$ cat src/rtl/control_pkg.sv
// Shared definitions for the multicycle control unit: opcodes, FSM states
// and slicing helpers for the {op, f1, v1, f2, v2} instruction word.
package control_pkg;

    localparam int MAX_W = 64;

    localparam int OP_NOP  = 0;
    localparam int OP_ADD  = 1;
    localparam int OP_SUB  = 2;
    localparam int OP_NEG  = 3;
    localparam int OP_MOV  = 4;
    localparam int OP_JFE  = 5;
    localparam int OP_JFL  = 6;
    localparam int OP_JFG  = 7;
    localparam int OP_HALT = 63;

    localparam logic [MAX_W-1:0] ACC_SEL = '1;

    typedef enum logic [2:0] {
        ST_FETCH,
        ST_DECODE,
        ST_RD1,
        ST_RD2,
        ST_EXEC,
        ST_WB,
        ST_HALT
    } state_e;

    function automatic logic [MAX_W-1:0] field(input logic [MAX_W-1:0] ir,
                                               input int lsb, input int width);
        logic [MAX_W-1:0] mask;
        for (int i = 0; i < MAX_W; i++) mask[i] = (i < width);
        return (ir >> lsb) & mask;
    endfunction

    // Word layout from the LSB: v2 (aw bits), f2, v1 (aw bits), f1, op.
    function automatic logic [MAX_W-1:0] get_op(input logic [MAX_W-1:0] ir, input int aw);
        return field(ir, 2*aw + 2, MAX_W);
    endfunction

    function automatic logic [MAX_W-1:0] get_f1(input logic [MAX_W-1:0] ir, input int aw);
        return field(ir, 2*aw + 1, 1);
    endfunction

    function automatic logic [MAX_W-1:0] get_v1(input logic [MAX_W-1:0] ir, input int aw);
        return field(ir, aw + 1, aw);
    endfunction

    function automatic logic [MAX_W-1:0] get_f2(input logic [MAX_W-1:0] ir, input int aw);
        return field(ir, aw, 1);
    endfunction

    function automatic logic [MAX_W-1:0] get_v2(input logic [MAX_W-1:0] ir, input int aw);
        return field(ir, 0, aw);
    endfunction

endpackage

$ cat src/rtl/control_alu.sv
// Combinational datapath: arithmetic result, zero/carry flags and the
// jump condition for one instruction. Holds no state.
module control_alu
    import control_pkg::*;
#(
    parameter int DATA_W = 8,
    parameter int OP_W   = 6
) (
    input  logic [OP_W-1:0]   op_i,
    input  logic [DATA_W-1:0] o1_i,
    input  logic [DATA_W-1:0] o2_i,
    output logic [DATA_W-1:0] result_o,
    output logic              z_o,
    output logic              c_o,
    output logic              jump_taken_o
);

    logic [DATA_W:0] sum_w;
    logic [DATA_W:0] diff_w;

    // The extra top bit is carry out for ADD and borrow out for SUB.
    assign sum_w  = {1'b0, o1_i} + {1'b0, o2_i};
    assign diff_w = {1'b0, o1_i} - {1'b0, o2_i};

    always_comb begin
        result_o     = '0;
        c_o          = 1'b0;
        jump_taken_o = 1'b0;
        case (op_i)
            OP_W'(OP_NOP): result_o = '0;
            OP_W'(OP_ADD): begin
                result_o = sum_w[DATA_W-1:0];
                c_o      = sum_w[DATA_W];
            end
            OP_W'(OP_SUB): begin
                result_o = diff_w[DATA_W-1:0];
                c_o      = diff_w[DATA_W];
            end
            OP_W'(OP_NEG): result_o = '0 - o1_i;
            OP_W'(OP_MOV): result_o = o1_i;
            OP_W'(OP_JFE): jump_taken_o = (o1_i == '0);
            OP_W'(OP_JFL): jump_taken_o = o1_i[DATA_W-1];
            OP_W'(OP_JFG): jump_taken_o = !o1_i[DATA_W-1] && (o1_i != '0);
            default: result_o = '0;
        endcase
    end

    assign z_o = (result_o == '0);

endmodule

$ cat src/rtl/control_sequencer.sv
// Multicycle control unit: fetches an instruction word, resolves operands
// (immediate, ACC or memory), executes via control_alu and writes back.
module control_sequencer
    import control_pkg::*;
#(
    parameter int DATA_W = 8,
    parameter int ADDR_W = 8,
    parameter int OP_W   = 6
) (
    input  logic                           clock,
    input  logic                           reset,
    output logic [ADDR_W-1:0]              instr_addr,
    output logic                           instr_req,
    input  logic                           instr_ack,
    input  logic [OP_W+2*(ADDR_W+1)-1:0]   instr_data,
    output logic [ADDR_W-1:0]              mem_addr,
    output logic                           mem_rd,
    output logic                           mem_wr,
    output logic [DATA_W-1:0]              mem_wdata,
    input  logic [DATA_W-1:0]              mem_rdata,
    input  logic                           mem_ack,
    output logic [DATA_W-1:0]              acc,
    output logic                           flag_z,
    output logic                           flag_c,
    output logic                           halted,
    output logic                           illegal
);

    localparam int INSTR_W = OP_W + 2*(ADDR_W+1);
    localparam logic [ADDR_W-1:0] ACC_SEL_A = ADDR_W'(ACC_SEL);

    state_e              state_q, state_d;
    logic [ADDR_W-1:0]   ip_q, ip_d;
    logic [DATA_W-1:0]   acc_q, acc_d;
    logic                z_q, z_d, c_q, c_d;
    logic                halted_q, halted_d, illegal_q, illegal_d;
    logic [INSTR_W-1:0]  ir_q, ir_d;
    logic [DATA_W-1:0]   o1_q, o1_d, o2_q, o2_d, res_q, res_d;

    logic [MAX_W-1:0]    ir_ext;
    logic [OP_W-1:0]     op;
    logic                f1, f2;
    logic [ADDR_W-1:0]   v1, v2;
    logic                op1_mem, op2_mem, op2_acc, uses_o2, writes_dest, op_legal;
    logic [DATA_W-1:0]   o1_val, o2_val, alu_res;
    logic                alu_z, alu_c, alu_jump;

    assign ir_ext = MAX_W'(ir_q);
    assign op     = OP_W'(get_op(ir_ext, ADDR_W));
    assign f1     = (get_f1(ir_ext, ADDR_W) != '0);
    assign v1     = ADDR_W'(get_v1(ir_ext, ADDR_W));
    assign f2     = (get_f2(ir_ext, ADDR_W) != '0);
    assign v2     = ADDR_W'(get_v2(ir_ext, ADDR_W));

    assign op1_mem     = f1 && (v1 != ACC_SEL_A);
    assign op2_mem     = f2 && (v2 != ACC_SEL_A);
    assign op2_acc     = f2 && (v2 == ACC_SEL_A);
    assign uses_o2     = (op == OP_W'(OP_ADD)) || (op == OP_W'(OP_SUB)) ||
                         (op == OP_W'(OP_JFE)) || (op == OP_W'(OP_JFL)) ||
                         (op == OP_W'(OP_JFG));
    assign writes_dest = (op == OP_W'(OP_NEG)) || (op == OP_W'(OP_MOV));
    assign op_legal    = (op <= OP_W'(OP_JFG)) || (op == OP_W'(OP_HALT));

    // ACC is only modified in EXEC, so reading acc_q here gives the pre-execute value.
    assign o1_val = !f1 ? DATA_W'(v1) : (op1_mem ? o1_q : acc_q);
    assign o2_val = !f2 ? DATA_W'(v2) : (op2_mem ? o2_q : acc_q);

    control_alu #(
        .DATA_W (DATA_W),
        .OP_W   (OP_W)
    ) u_alu (
        .op_i         (op),
        .o1_i         (o1_val),
        .o2_i         (o2_val),
        .result_o     (alu_res),
        .z_o          (alu_z),
        .c_o          (alu_c),
        .jump_taken_o (alu_jump)
    );

    always_ff @(posedge clock) begin
        if (reset) begin
            state_q   <= ST_FETCH;
            ip_q      <= '0;
            acc_q     <= '0;
            z_q       <= 1'b0;
            c_q       <= 1'b0;
            halted_q  <= 1'b0;
            illegal_q <= 1'b0;
            ir_q      <= '0;
            o1_q      <= '0;
            o2_q      <= '0;
            res_q     <= '0;
        end else begin
            state_q   <= state_d;
            ip_q      <= ip_d;
            acc_q     <= acc_d;
            z_q       <= z_d;
            c_q       <= c_d;
            halted_q  <= halted_d;
            illegal_q <= illegal_d;
            ir_q      <= ir_d;
            o1_q      <= o1_d;
            o2_q      <= o2_d;
            res_q     <= res_d;
        end
    end

    always_comb begin
        state_d   = state_q;
        ip_d      = ip_q;
        acc_d     = acc_q;
        z_d       = z_q;
        c_d       = c_q;
        halted_d  = halted_q;
        illegal_d = illegal_q;
        ir_d      = ir_q;
        o1_d      = o1_q;
        o2_d      = o2_q;
        res_d     = res_q;
        case (state_q)
            ST_FETCH: if (instr_ack) begin
                ir_d    = instr_data;
                state_d = ST_DECODE;
            end
            ST_DECODE: begin
                if (op1_mem)                 state_d = ST_RD1;
                else if (op2_mem && uses_o2) state_d = ST_RD2;
                else                         state_d = ST_EXEC;
            end
            ST_RD1: if (mem_ack) begin
                o1_d    = mem_rdata;
                state_d = (op2_mem && uses_o2) ? ST_RD2 : ST_EXEC;
            end
            ST_RD2: if (mem_ack) begin
                o2_d    = mem_rdata;
                state_d = ST_EXEC;
            end
            ST_EXEC: begin
                ip_d  = alu_jump ? ADDR_W'(o2_val) : ip_q + ADDR_W'(1);
                res_d = alu_res;
                if ((op == OP_W'(OP_ADD)) || (op == OP_W'(OP_SUB))) begin
                    acc_d = alu_res;
                    z_d   = alu_z;
                    c_d   = alu_c;
                end
                if (writes_dest && op2_acc) acc_d = alu_res;
                if (!op_legal) illegal_d = 1'b1;
                if (op == OP_W'(OP_HALT)) begin
                    halted_d = 1'b1;
                    state_d  = ST_HALT;
                end else if (writes_dest && op2_mem) begin
                    state_d = ST_WB;
                end else begin
                    state_d = ST_FETCH;
                end
            end
            ST_WB: if (mem_ack) state_d = ST_FETCH;
            ST_HALT: state_d = ST_HALT;
            default: state_d = ST_FETCH;
        endcase
    end

    assign instr_req  = (state_q == ST_FETCH);
    assign instr_addr = ip_q;
    assign mem_rd     = (state_q == ST_RD1) || (state_q == ST_RD2);
    assign mem_wr     = (state_q == ST_WB);
    assign mem_addr   = (state_q == ST_RD1) ? v1 : v2;
    assign mem_wdata  = res_q;
    assign acc        = acc_q;
    assign flag_z     = z_q;
    assign flag_c     = c_q;
    assign halted     = halted_q;
    assign illegal    = illegal_q;

endmodule

$ cat config.mk
export PLATFORM = sky130hd
export DESIGN_NAME = control_sequencer
export DESIGN_NICKNAME = d
export VERILOG_FILES = /design/src/rtl/control_pkg.sv /design/src/rtl/control_alu.sv /design/src/rtl/control_sequencer.sv
export SDC_FILE = /design/constraint.sdc
export NUM_CORES = 1
export LEC_CHECK = 0
export ABC_AREA = 1
export BUFFER_PORTS_ARGS = -buffer_cell sky130_fd_sc_hd__buf_4
export CORE_MARGIN = 10
export CORE_UTILIZATION = 40
export CTS_CLUSTER_SIZE = 10
export DETAILED_ROUTE_END_ITERATION = 6
export GPL_TIMING_DRIVEN = 0
export PLACE_DENSITY = 0.7
export RECOVER_POWER = 25
export SLEW_MARGIN = 20
export SYNTH_ARGS = -nofsm -noshare
export SYNTH_HDL_FRONTEND = slang
export SYNTH_SLANG_ARGS = --single-unit
export TNS_END_PERCENT = 1
$ cat constraint.sdc
create_clock -name clock -period 3.9 [get_ports clock]
set_input_delay 1.17 -clock clock [delete_from_list [all_inputs] [get_ports clock]]
set_output_delay 1.17 -clock clock [all_outputs]
set_load 0.05 [all_outputs]
Yosys cells after proc, flatten, opt, wreduce, memory -nomap -nowiden
Index checks and enable logic that the tools add are counted.

word-level totals
  output and inout bits = 39
  flip-flop bits (word level) = 71
  input bits = 36

operators by class
  $lt $le $gt $ge = 1
  reductions and logical operators = 28
  add/subtract/negate cells = 4
  bitwise logic cells = 1
  mux-type cells = 20
  eq/ne operators = 21

operators with widths
  operator               number
  $mux W8                8
  $pmux W8 S4            1
  $eq A6 B3 Y1 const B   4
  $mux W3                8
  $pmux W3 S7            1
  $logic_not A8 Y1       2
  $ne A8 B8 Y1 const B   2
  $reduce_and A2 Y1      7
  $eq A6 B2 Y1 const B   2
  $add A8 B8 Y9          1
  $eq A3 B3 Y1 const B   3
  $sub A8 B8 Y9          1
  $add A8 B1 Y8 const B  1
  $eq A8 B8 Y1 const B   1
  $reduce_bool A8 Y1     1
  $sub A1 B8 Y8 const A  1
  $logic_and A1 B1 Y1    7
  $logic_or A1 B1 Y1     7
  $eq A3 B2 Y1 const B   2
  $eq A6 B1 Y1 const B   1
  $eq A6 B6 Y1 const B   1
  $le A6 B3 Y1 const B   1
  $ne A2 B1 Y1 const B   2
  $ne A2 B2 Y1 const B   2
  other kinds (8)        8

Longest topological paths before layout
Gate-level depths: netlist of the first run.

  depth after elaboration = 9
  mapped depth = 23
  depth with buffers taken out = 22

By module
From an unflattened synthesis of the first run, not the netlist that was laid out.

second synthesis, totals
  cell total of the unflattened synthesis = 737
  area, all modules = 4850.9 µm²

by module, submodules not included
  module             instances  cells each  area each (µm²)
  control_sequencer  1          493         3508.4
  control_alu        1          244         1342.5

Worst setup path before layout of the first run
Ideal clock, no wire load.

  path kind = register to output
  start point = register state_q[1]
  end point = output mem_addr[0]
  path slack = 0.737 ns
  stages on the path, launching flop included = 6
  buffers on the path = 1
  data arrival time = 1.993 ns
  required time = 2.730 ns
  path through = dfxtp_1 -> inv_1 -> nor2_1 -> nand2_1 -> clkbuf_1 -> o21ai_0

on the way
  cells in the longest elaborated chain, start to end = 2

ends and longest elaborated chain
  element                 line                      text
  from (decl)             control_sequencer.sv:32   state_e state_q, state_d;
  from (signal assigned)  control_sequencer.sv:95   state_q <= state_d;
  $eq A3 B2 Y1            control_sequencer.sv:168  assign mem_addr = (state_q == ST_RD1) ? v1 : v2;
  $mux W8                 control_sequencer.sv:168
  to (decl)               control_sequencer.sv:16   output logic [ADDR_W-1:0] mem_addr,

Every way passes these cells.

Worst setup path after layout of the first run
  start point = register ir_q[1]
  end point = register acc_q[6] (netlist: acc[6])

on the way
  cells in the longest elaborated chain, start to end = 8

ends and longest elaborated chain
  element                                                line                                  text
  from (decl)                                            control_sequencer.sv:37               logic [INSTR_W-1:0] ir_q, ir_d;
  from (signal assigned)                                 control_sequencer.sv:102              ir_q <= ir_d;
  $ne A8 B8 Y1                                           control_sequencer.sv:56               assign op2_mem = f2 && (v2 != ACC_SEL_A);
  $logic_and A1 B1 Y1                                    control_sequencer.sv:56
  $mux W8 (2 in a row)                                   control_sequencer.sv:66               assign o2_val = !f2 ? DATA_W'(v2) : (op2_mem ? o2_q : acc_q);
  $sub A8 B8 Y9 / $add A8 B8 Y9 (equally long branches)  control_alu.sv:23, control_alu.sv:22
  $pmux W8 S4                                            control_alu.sv:29                     case (op_i)
  $mux W8                                                control_sequencer.sv:142              if ((op == OP_W'(OP_ADD)) || (op == OP_W'(OP_SUB))) begin
  $mux W8                                                control_sequencer.sv:147              if (writes_dest && op2_acc) acc_d = alu_res;
  to (signal assigned)                                   control_sequencer.sv:85               acc_q <= '0;
  to (signal assigned)                                   control_sequencer.sv:97               acc_q <= acc_d;
  to (decl)                                              control_sequencer.sv:34               logic [DATA_W-1:0] acc_q, acc_d;

Parallel ways exist; a longest one is shown, timed or not. The select of a mux whose other input is x is not followed.
A chain may end at the register's enable or synchronous reset.

==> run summary, run 1 <==
The number of setup buffers added after CTS was 0; the effective utilization at floorplan was 41.3%. In this run the standard cell core region covers 11500 um^2. The setup path with the least slack is of type reg -> reg. The final critical path takes up 89.5% of the cycle. The area overhead of the layout relative to synthesis was 21.7%. The tools report the standard-cell row count as 39.

The largest vdd supply drop is 0.439 mV. TritonCTS built the clock tree. Data on the critical path arrives at its endpoint at 3.72 ns.

The logs give 0.960 for the global placer's final weighted congestion and 0 for the diode insertion count for antenna repair. Maximum frequency from static timing analysis: 286 MHz. Max-cap violations in this run came to 0.

A synthesized cell averages 6.63 um^2. STA classifies the critical path startpoint as a flip-flop. The logs give 2 for the maximum clock path buffer count and 0 for the hold-fix buffer count after cts.

The proportion of layout cells with a drive suffix above 1 was 17.9%; the register area share after synthesis was 29.9%. Setup violations remaining at the end of the flow were counted as 0. Pin placement for this block handled 75 I/O pins. The leading cell type in the layout, fill and taps excluded is nand2_1. The largest single stage delay on the critical path is 0.46 ns. The top cell types in the final layout, fill and taps aside, are nand2_1 (145), inv_1 (105), a21oi_1 (75), dfxtp_1 (71), buf_4 (67). In the final routed layout, each cell accounts on average for 16.1 um.

The area of all placed cells without fillers is 5790 um^2. Headroom to the max-slew limit came out at 51.3%. After layout, the design draws a total of 3.46 mW.

The die is 129 um tall. After synthesis the cells add up to 4760 um^2. The die covers 16700 um^2.

The finished layout holds 949 standard cells, fillers aside. The number of buffers and inverters on the critical path was 1. The signal on the critical path passes through nand2_1, nor2_1, nand2_1, nand2_2, o22ai_1, a21oi_1, ha_1, fa_1, a21oi_1, o21ai_0, nand2_1, nand2_1, nand2_1, nand2_1, a21oi_1, o21ai_0, nand3_1, nor2_2, nand2_1, o211ai_1, inv_1.

The logs give 718 for the gate count of the mapped netlist and 4.13 ns for the required arrival time at the worst endpoint. During synthesis, Yosys emitted a total of 0 warnings. The flow ran to the end, and the final reports show no timing, DRC or antenna violations. The first global-routing pass estimated 24000 um of wire. The number of max-slew violations in the final report came out at 0. The final period demand of the worst path is 3.49 ns, and the number of buffers created by CTS is 9.

The post-synthesis sequential element count works out to 71. Summed over all failing endpoints, the final setup total negative slack is 0 ns. After detailed placement, the total cell area comes to 5480 um^2.

The tools report the endpoint type of the worst setup path as a flip-flop. The via count of the first global-routing pass was 4708. Entering global routing, the biggest net connects 14 pins.

The cell type group with the largest total delay on the critical path was simple AND/OR/NAND/NOR gates. The number of fillers in the final layout came out at 1168. The cell type of the slowest stage on the worst timing path was a21oi_1. The routed layout has 5081 vias. Setup repair after global routing left no endpoint under its margin. CTS placed an instance of clkbuf_16 at the clock tree root. The iteration count of the initial detailed-routing pass was 5. Most frequent cell on the critical path: nand2_1.

The HPWL after detailed placement is 12000 um. The tools report the global-route total usage across every layer as 18.0%. At the pin with the least slew margin, the transition time is 0.731 ns. The tools report the hold violation count in the final report as 0. The final wirelength was 15300 um.

The tools report the remaining design rule violation count as 0. In this run the power density over the cells is 597 nW/um^2. After detailed placement, the design holds a cell count of 933. The global route total overflow is 0, and the die span in x is 129 um.

For this block, the initial DRC count from the detailed router was 353. The logs give 2.65 nW for the static leakage power and 0 for the count of antenna-violating nets left after detailed routing. Across the routed clock network, the largest skew measured is 0.00862 ns. The number of distinct library cells after synthesis came out at 41. Class of the tightest hold or removal check: reg -> reg. The clock drives 71 sinks. The run gives 0.34 ns as the clock insertion delay at the later pin of the skew report.

After detailed routing, the number of vias per cell comes to 5.35. In this run the number of H-tree levels came out at 3. Buffers placed on the I/O ports in this run total 72. Final net count: 855. Synthesis produced a netlist with a net count of 772.

The initial antenna violation count was 0; the clock-pin slew on the worst setup and hold paths was 0.06 ns. Number of gates resized after cts: 0. Of all nets on the critical path, the largest fanout is 10.
==> final timing paths <==
| path | startpoint | endpoint | slack [ns] | depth (start not counted) |
|---|---|---|---|---|
| hold reg to reg | o2_q[1]$_SDFFE_PP0P_ | o2_q[1]$_SDFFE_PP0P_ | 0.46 | 2 |
| hold / removal | o2_q[1]$_SDFFE_PP0P_ | o2_q[1]$_SDFFE_PP0P_ | 0.46 | 2 |
| setup reg to reg | ir_q[1]$_SDFFE_PP0P_ | acc[6]$_SDFFE_PP0P_ | 0.41 | 21 |
| setup / recovery | ir_q[1]$_SDFFE_PP0P_ | acc[6]$_SDFFE_PP0P_ | 0.41 | 21 |
==> cells in the mapped netlist (all sizes together) <==
| cell type | instances | area share [%] |
|---|---|---|
| dfxtp | 71 | 30 |
| clkinv | 1 | 0.079 |
| ha | 17 | 4.5 |
| o21ai | 66 | 6.9 |
| nand3 | 69 | 9.2 |
| nor2 | 65 | 6.5 |
| nand4 | 15 | 2.6 |
| a31oi | 2 | 0.26 |
| nand2 | 163 | 14 |
| o211ai | 9 | 1.4 |
| buf | 9 | 1.3 |
| xnor2 | 3 | 0.55 |
| fa | 1 | 0.42 |
| o31ai | 1 | 0.16 |
| inv | 106 | 8.4 |
| nor3 | 8 | 0.95 |
| clkbuf | 17 | 1.3 |
| a21oi | 76 | 8.1 |
| or2 | 2 | 0.26 |
| a211oi | 2 | 0.32 |
| xor2 | 3 | 0.55 |
| nor4 | 1 | 0.13 |
| a221oi | 6 | 1.1 |
| a21boi | 1 | 0.16 |
| o22ai | 3 | 0.39 |
| nor3b | 1 | 0.16 |
==> final cells by class <==
| cell class | instances | area (um^2) | area share, % |
|---|---|---|---|
| multi-input combinational | 514 | 2820 | 48.7 |
| sequential | 71 | 1420 | 24.6 |
| timing repair buffer | 72 | 514 | 8.88 |
| inverter | 107 | 402 | 6.94 |
| clock buffer | 10 | 239 | 4.13 |
| tap | 143 | 179 | 3.09 |
| buffer | 26 | 125 | 2.16 |
| clock inverter | 6 | 91.3 | 1.58 |
==> metrics by stage <==
stage               util [%]  hold slack [ns]  setup slack, ns
finish                  50.3            0.463            0.408
global route            50.3            0.481           0.0205
CTS                     50.4            0.464            0.279
detailed placement      47.6            0.452            0.307
global placement        47.6            0.444            0.331
floorplan                  -            0.430            0.737
==> layer usage <==
metal  global-route usage [%]  routed length (um)  vias up  part of all wire [%]
met3                     3.34                1010       34                   6.6
met5                        0                   0        -                     0
li1                         -                   -     2533                     -
met1                     22.8                6820     2321                    45
met2                     29.3                6950      193                    45
met4                     7.63                 499        0                   3.3
==> worst register-to-register path: cells and delay by family, from the launching register on <==
family,cells,cell delay [ns]
AND/OR/NAND/NOR,11,1.24
flip-flops,1,0.41
adder cells (fa/ha/maj),2,0.53
buffers and inverters,1,0.05
AO/OA/AOI/OAI,7,1.14
==> report_power, final <==
| group | internal [mW] | switching, mW |
|---|---|---|
| Clock | 0.581 | 0.344 |
| Combinational | 0.484 | 1.15 |
| Sequential | 0.820 | 0.0818 |
| Total | 1.89 | 1.57 |
==> cell families (layout without fill, tap and decap cells) <==
family / count (synthesis) / after routing / synth area share [%]
xor+xnor: 6 / 6 / 1.10
simple gates: 324 / 324 / 34.2
flops: 71 / 71 / 29.9
compound gates: 166 / 166 / 18.8
buf+inv: 133 / 221 / 11.1
fa+ha+maj: 18 / 18 / 4.89
==> sequential cells by signal (all words and copies together) (netlist names) <==
| name | count |
|---|---|
| acc | 8 |
| o2_q | 8 |
| instr_addr | 8 |
| o1_q | 8 |
| state_q | 3 |
| flag_c | 1 |
| illegal | 1 |
| ir_q | 24 |
| mem_wdata | 8 |
| flag_z | 1 |
| halted | 1 |
No activity file was read; power rests on OpenSTA's default activity.
==> inputs of run 2 (changes only) <==
- clock period: 3.9 -> 3.4 ns (I/O delays scaled with it)
==> run summary, run 2 (synthesis results as in run 1) <==
The final period demand of the worst path was 3.19 ns (-0.303 ns). The most critical setup path has its endpoint at mem_wdata[5]$_SDFFE_PP0P_. For the area of all placed cells without fillers, the log shows 5900 um^2 (+1.9%). The die span in x was 129 um (unchanged); the number of max-slew violations in the final report was 0 (unchanged). The clock root buffer master was clkbuf_16. Switching component of the power: 1.83 mW (+16%). For the placeable core area, the log shows 11500 um^2 (unchanged). The cell area after placement was 5480 um^2 (unchanged); the pin count of the biggest net entering global routing was 14 (unchanged). The design internal power came out at 2.20 mW (+17%). The tools report the effective utilization at floorplan as 41.3% (unchanged). The flow ran to the end, and the final reports show no timing, DRC or antenna violations. Leaving out fill and tap cells, the most frequent cell in the layout is nand2_1.

Ranked by flip-flop count, first place goes to ir_q. In the layout the commonest cells are nand2_1 (144), inv_1 (105), a21oi_1 (74), buf_4 (70), dfxtp_1 (69). Net switching share of the total power: 45.3% (-0.15 points). The mean number of vias per cell works out to 5.31 (-0.78%).

The cell that appears most often on the critical path is nand2_1. The cell depth of the worst flop-to-flop path works out to 22 (+4.8%). The worst hold margin is 0.464 ns (+0.00131 ns), and the proportion of layout cells with a drive suffix above 1 is 19.5% (+1.6 points). Walking the worst path, the cells encountered are nand2_1, nor2_1, nand2_2, nor2_4, buf_4, a221oi_2, buf_4, ha_4, a21oi_1, nand2_1, nand2_1, nand2_1, a21oi_1, nand2_1, nand2_1, o21ai_0, a21oi_1, nand2_1, inv_1, nand2_1, o211ai_1, inv_1.

The class of the most critical setup path is reg -> reg. The tools report the number of fillers in the final layout as 1166 (-0.17%). After global routing, the most crowded layer is met2.

The slowest stage of the critical path belongs to the cell dfxtp_1. For the diode insertion count for antenna repair, the log shows 0 (unchanged). The delay of the slowest cell on the worst path is 0.40 ns (-0.06 ns), and the maximum net fanout on the critical path is 8 (-2). The tools report the largest vdd supply drop as 0.503 mV (+15%). The endpoint arrival time on the critical path came out at 3.42 ns (-0.30 ns).

The full die area came out at 16700 um^2 (unchanged). The first-iteration detailed-routing DRC count is 457 (+29%). The global-route total usage across every layer is 18.0% (about the same), and the static leakage power is 2.67 nW (+0.89%). Relative slew slack: 41.6% (-9.7 points). The die span in y is 129 um (unchanged), and the count of antenna-violating nets left after detailed routing is 0 (unchanged). The startpoint of the worst setup timing path is ir_q[0]$_SDFFE_PP0P_. For the hold-fix buffer count after cts, the log shows 0 (unchanged). Remaining design rule violation count: 0 (unchanged). The final net count came out at 860 (+0.58%).

The run gives 0.960 (unchanged) as the global placer's final weighted congestion. For the hold violation count in the final report, the log shows 0 (unchanged). The tools report the met2 track demand over resource as 29.2% (-0.15 points). For the clock share of power, the log shows 26.3% (-0.5 points).

The logs give 15400 um (+1.0%) for the final wirelength and 9 (unchanged) for the number of buffers created by CTS. The TritonCTS sink count was 71 (unchanged); the power density over the cells was 683 nW/um^2 (+14%). TritonCTS built the clock tree. The worst-margin pin slew was 0.870 ns (+0.138 ns); the met3 track demand over resource in global routing was 3.43% (+0.082 points). The logs give 4724 (+0.34%) for the via count of the first global-routing pass and 25.7% (-0.4 points) for the fraction of power consumed by sequential logic. The count of input and output buffers is 72 (unchanged), and the iteration count of the initial detailed-routing pass is 5 (unchanged). The average wire per standard cell was 16.2 um (+0.50%); the clock insertion delay at the later pin of the skew report was 0.34 ns (about the same).

The final clock skew is 0.00754 ns (-0.00108 ns), and the combinational power share is 47.9% (+0.7 points). The flip-flop count of the largest register after layout is 24 (unchanged). The standard-cell row count was 39 (unchanged). The half-perimeter wire length after detailed placement came out at 12000 um (unchanged).

The tools report the critical path launch point type as a flip-flop. The run gives 75 (unchanged) as the count of boundary I/O pins. The endpoint type of the worst setup path is a flip-flop. The global routing met1 resource utilization is 22.8% (-0.024 points). The slack of the worst reg-to-reg path was 0.21 ns (-0.20 ns).

The tools report the source of the worst register-to-register timing path as ir_q[0]$_SDFFE_PP0P_. The required arrival time at the worst endpoint was 3.63 ns (-0.50 ns). The logs give 314 MHz (+9.5%) for the maximum frequency from static timing analysis and 3 (unchanged) for the H-tree depth. The first-pass GRT wire length was 24000 um (+0.12%); the ratio of final minimum period to clock period was 93.8% (+4.2 points).

The maximum clock path buffer count was 2 (unchanged); the overall via count from detail_route was 5068 (-0.26%). Area overhead of the layout relative to synthesis: 24.0%. The global route total overflow was 0 (unchanged); the clock-pin slew on the worst setup and hold paths was 0.06 ns (about the same). The logs give 0 (unchanged) for the number of maximum-capacitance violations and 0 (unchanged) for the final setup violation count.

The tools report the initial antenna violation count as 0 (unchanged). The destination of the worst register-to-register timing path is mem_wdata[5]$_SDFFE_PP0P_. The path class of the tightest hold or removal check is reg -> reg.
-- run 2: power by group through the flow --
stage	logic, mW	registers [mW]	clock network (mW)
finish	1.93	1.04	1.06
global route	2.13	1.05	1.10
CTS	1.86	1.03	1.07
detailed placement	1.85	1.05	0
global placement	1.84	1.05	0
floorplan	1.28	1.12	0
-- run 2: critical path: cells and delay by family (launching register included) --
family | cells | cell delay, ns
AO/OA/AOI/OAI | 6 | 0.70
buffers and inverters | 4 | 0.51
flip-flops | 1 | 0.40
adder cells (fa/ha/maj) | 1 | 0.24
AND/OR/NAND/NOR | 11 | 1.22
-- run 2: layer usage --
metal / part of all wire, % / up-vias / routed length [um]
met2: 45 / 189 / 7020
met3: 5.5 / 41 / 843
met4: 3.5 / 0 / 539
li1: - / 2544 / -
met5: 0 / - / 0
met1: 46 / 2294 / 7040
-- run 2: what timing repair did --
| item | CTS | global route |
|---|---|---|
| buffers inserted | 0 | 6 |
| pin swaps | 0 | 2 |
| gates resized for setup | 2 | 16 |
| setup endpoints to repair | 4 | 10 |
-- run 2: area by class of cell --
type | count | area, um^2 | share of cell area (%)
Multi-Input combinational cell | 514 | 2870 | 48.7
Sequential cell | 71 | 1420 | 24.1
Timing Repair Buffer | 78 | 564 | 9.57
Inverter | 107 | 405 | 6.87
Clock buffer | 10 | 239 | 4.05
Tap cell | 143 | 179 | 3.03
Buffer | 25 | 121 | 2.06
Clock inverter | 6 | 91.3 | 1.55
-- run 2: worst min path at each step --
stage                          from              endpoint  depth (start not counted)
6_report       o2_q[1]$_SDFFE_PP0P_  o2_q[1]$_SDFFE_PP0P_                          2
5_1_grt        o1_q[7]$_SDFFE_PP0P_  o1_q[7]$_SDFFE_PP0P_                          2
4_1_cts        o2_q[1]$_SDFFE_PP0P_  o2_q[1]$_SDFFE_PP0P_                          2
3_5_place_dp   o2_q[7]$_SDFFE_PP0P_  o2_q[7]$_SDFFE_PP0P_                          2
3_3_place_gp   o2_q[1]$_SDFFE_PP0P_  o2_q[1]$_SDFFE_PP0P_                          2
2_1_floorplan  o1_q[7]$_SDFFE_PP0P_  o1_q[7]$_SDFFE_PP0P_                          2
-- run 2: per-stage QoR --
stage | setup WS, ns | power (mW) | TNS [ns] | cells | utilization [%]
CTS | -0.0335 | 3.96 | -0.0631 | 949 | 50.5
global placement | -0.169 | 2.88 | -0.568 | 933 | 47.6
global route | -0.0288 | 4.28 | -0.0481 | 954 | 51.2
detailed placement | -0.193 | 2.90 | -0.613 | 933 | 47.6
finish | 0.211 | 4.03 | 0 | 954 | 51.2
floorplan | 0.387 | 2.40 | 0 | 718 | -
==> inputs of run 3 (changes only) <==
- CORE_ASPECT_RATIO: default -> 0.5
==> run summary, run 3 (synthesis results as in run 1) <==
The flow ran to the end, and the final reports show no timing, DRC or antenna violations. The effective utilization at floorplan is 40.5% (-0.78 points). The most critical setup path has its startpoint at ir_q[1]$_SDFFE_PP0P_. For the overall via count from detail_route, the log shows 5298 (+4.5%). TritonCTS built the clock tree. The area overhead of the layout relative to synthesis works out to 24.7%. The count of boundary I/O pins is 75 (unchanged).

In this run the worst hold path is classified as reg -> reg. The tools report the total placed cells including tap cells as 955 (+2.4%). The destination of the critical timing path was acc[6]$_SDFFE_PP0P_.

The worst-margin pin slew was 0.965 ns (+0.0957 ns); the TritonCTS sink count was 71 (unchanged). Routed signal wires occupy layers up through met4. The die span in x is 174 um (+35%). The cell area after placement is 5500 um^2 (+0.50%). Global route total overflow: 0 (unchanged). The cell depth of the worst flop-to-flop path is 20 (-9.1%). The run gives 0 (unchanged) as the number of maximum-capacitance violations. The signal on the critical path passes through nand2_1, nor2_1, nand2_1, nand2_4, o22ai_1, a21oi_2, ha_1, fa_1, a21oi_1, o21ai_1, nand2_1, nand2_1, nand2_1, nand2_1, o21ai_0, nand3_1, nor2_2, nand2_1, o211ai_1, inv_1. The count of antenna-violating nets left after detailed routing was 0 (unchanged); the count of input and output buffers was 72 (unchanged).

Destination of the worst register-to-register timing path: acc[6]$_SDFFE_PP0P_. Final setup violation count: 0 (unchanged). The delay of the slowest cell on the worst path came out at 0.42 ns (+0.02 ns). The final net count came out at 865 (+0.58%).

The mean number of vias per cell was 5.40 (+1.7%); the placeable core area was 11700 um^2 (+1.9%). The largest vdd supply drop is 0.231 mV (-54%). The logs give 0 (unchanged) for the number of max-slew violations in the final report and 0 (unchanged) for the diode insertion count for antenna repair. The pin count of the biggest net entering global routing is 15 (+1), and the first-pass GRT wire length is 24800 um (+3.4%). The routed length on met2 came out at 7050 um (+0.51%). The proportion of layout cells with a drive suffix above 1 was 20.8% (+1.4 points); the ratio of final minimum period to clock period was 95.2% (+1.4 points). The tools report the full die area as 16900 um^2 (+1.6%). The final period demand of the worst path is 3.24 ns (+0.0492 ns). By startpoint and endpoint, the worst setup path is classified as reg -> reg. Power density over the cells: 660 nW/um^2 (-3.4%).

The maximum frequency from static timing analysis is 309 MHz (-1.5%), and the hold-fix buffer count after cts is 0 (unchanged). For the half-perimeter wire length after detailed placement, the log shows 12600 um (+4.9%). On the critical path the largest part of the delay comes from simple AND/OR/NAND/NOR gates. Clock insertion delay at the later pin of the skew report: 0.34 ns (about the same).

The number of buffers created by CTS came out at 9 (unchanged). Leading cell type in the layout, fill and taps excluded: nand2_1. The initial antenna violation count is 0 (unchanged), and the iteration count of the initial detailed-routing pass is 6 (+1).

Average wire per standard cell: 16.2 um (about the same). The tools report the final clock skew as 0.00876 ns (+0.00122 ns). The final setup TNS came out at 0 ns (unchanged). The number of stages on the worst setup path works out to 20 (-9.1%). The maximum net fanout on the critical path is 10 (+2). The most numerous cell type found on the critical path is nand2_1. The run gives 5930 um^2 (+0.59%) as the area of all placed cells without fillers. The H-tree depth is 3 (unchanged), and the first-iteration detailed-routing DRC count is 466 (+2.0%).

The run gives 0.16 ns (-0.05 ns) as the slack of the worst reg-to-reg path. In the layout the commonest cells are nand2_1 (145), inv_1 (105), buf_4 (84), a21oi_1 (74), dfxtp_1 (70). The routed length on met1 is 7170 um (+1.9%). The number of buffers and inverters on the critical path is 1 (-3). The global placer's final weighted congestion was 0.941 (-2.0%).

Endpoint type of the worst setup path: a flip-flop. STA classifies the critical path startpoint as a flip-flop. The hold violation count in the final report is 0 (unchanged). The die span in y was 97.1 um (-25%). The clock-pin slew on the worst setup and hold paths came out at 0.06 ns (about the same). The logs give 35.2% (-6.4 points) for the relative slew slack and 18.0% (about the same) for the global-route total usage across every layer.

The worst register-to-register path begins at ir_q[1]$_SDFFE_PP0P_. The logs give 0.162 ns (-0.0492 ns) for the setup slack of the critical path after layout and 28 (-28%) for the standard-cell row count. The register ranked first by flip-flop count was ir_q.

The endpoint arrival time on the critical path is 3.48 ns (+0.06 ns). The flip-flop count of the largest register after layout came out at 24 (unchanged). The run gives 2 (unchanged) as the maximum clock path buffer count. The cell type of the slowest stage on the worst timing path was fa_1.

The required arrival time at the worst endpoint was 3.64 ns (about the same). The total power is 3.91 mW (-2.9%), and the static leakage power is 2.70 nW (+0.85%). The logs give 15900 um (+2.9%) for the final wirelength and 0 (unchanged) for the remaining design rule violation count.

The via count of the first global-routing pass is 4778 (+1.1%), and the final standard cell count with taps included and fillers excluded is 981 (+2.8%). For the pre-CTS setup slack, the log shows -0.202 ns (-0.00832 ns). The routed length on met3 came out at 1350 um (+60%). The tree is rooted in a clkbuf_16.
==> run 3: changes by cell type in the layout (fill, tap and decap cells not counted), moves of 2 or more <==
cell        change
buf_4          +14
clkbuf_1        -8
clkinvlp_4      +2
bufinv_16       -2
==> run 3: final cells by class <==
class,instances,area [um^2]
fillers,1167,5800
well taps,165,206
multi-input cells,514,2880
inverters,107,405
clock inverters,7,55.1
clock buffers,9,225
repair buffers,83,619
plain buffers,25,121
flip-flops and latches,71,1420
==> run 3: power by group <==
group	switching, mW	internal (mW)	leakage, nW
clock	0.397	0.500	0.132
sequential	0.0957	0.942	0.578
combinational	1.36	0.617	1.98
total	1.86	2.06	2.70
==> run 3: worst min-delay path, cell delays in order, from the launching register on <==
cell and delay (ns):
dfxtp_1 0.30, inv_1 0.06, a21oi_1 0.06
==> run 3: how the worst min path moves through the flow <==
stage               slack, ns                   end  cells past startpoint            startpoint
finish                   0.46  o2_q[1]$_SDFFE_PP0P_                      2  o2_q[1]$_SDFFE_PP0P_
global route             0.49  o2_q[7]$_SDFFE_PP0P_                      2  o2_q[7]$_SDFFE_PP0P_
CTS                      0.46  o2_q[7]$_SDFFE_PP0P_                      2  o2_q[7]$_SDFFE_PP0P_
detailed placement       0.45  o2_q[1]$_SDFFE_PP0P_                      2  o2_q[1]$_SDFFE_PP0P_
global placement         0.44  o2_q[1]$_SDFFE_PP0P_                      2  o2_q[1]$_SDFFE_PP0P_
floorplan                0.43  o1_q[7]$_SDFFE_PP0P_                      2  o1_q[7]$_SDFFE_PP0P_
==> run 3: metrics by stage <==
| stage | hold slack (ns) | utilization, % |
|---|---|---|
| 6_report | 0.464 | 50.6 |
| 5_1_grt | 0.491 | 50.6 |
| 4_1_cts | 0.461 | 49.4 |
| 3_5_place_dp | 0.453 | 46.9 |
| 3_3_place_gp | 0.442 | 46.9 |
| 2_1_floorplan | 0.430 | - |
==> run 3: per-layer routing <==
metal	global-route usage [%]	vias to the layer above
met3	4.07	37
met5	0	-
met4	5.09	0
li1	-	2561
met2	28.4	224
met1	24.0	2476
==> run 3: repair_timing <==
| action | 4_1_cts | 5_1_grt |
|---|---|---|
| pin swaps | 0 | 2 |
| endpoints found under the setup margin | 8 | 10 |
| gates resized for setup | 3 | 14 |
| setup buffers | 0 | 11 |
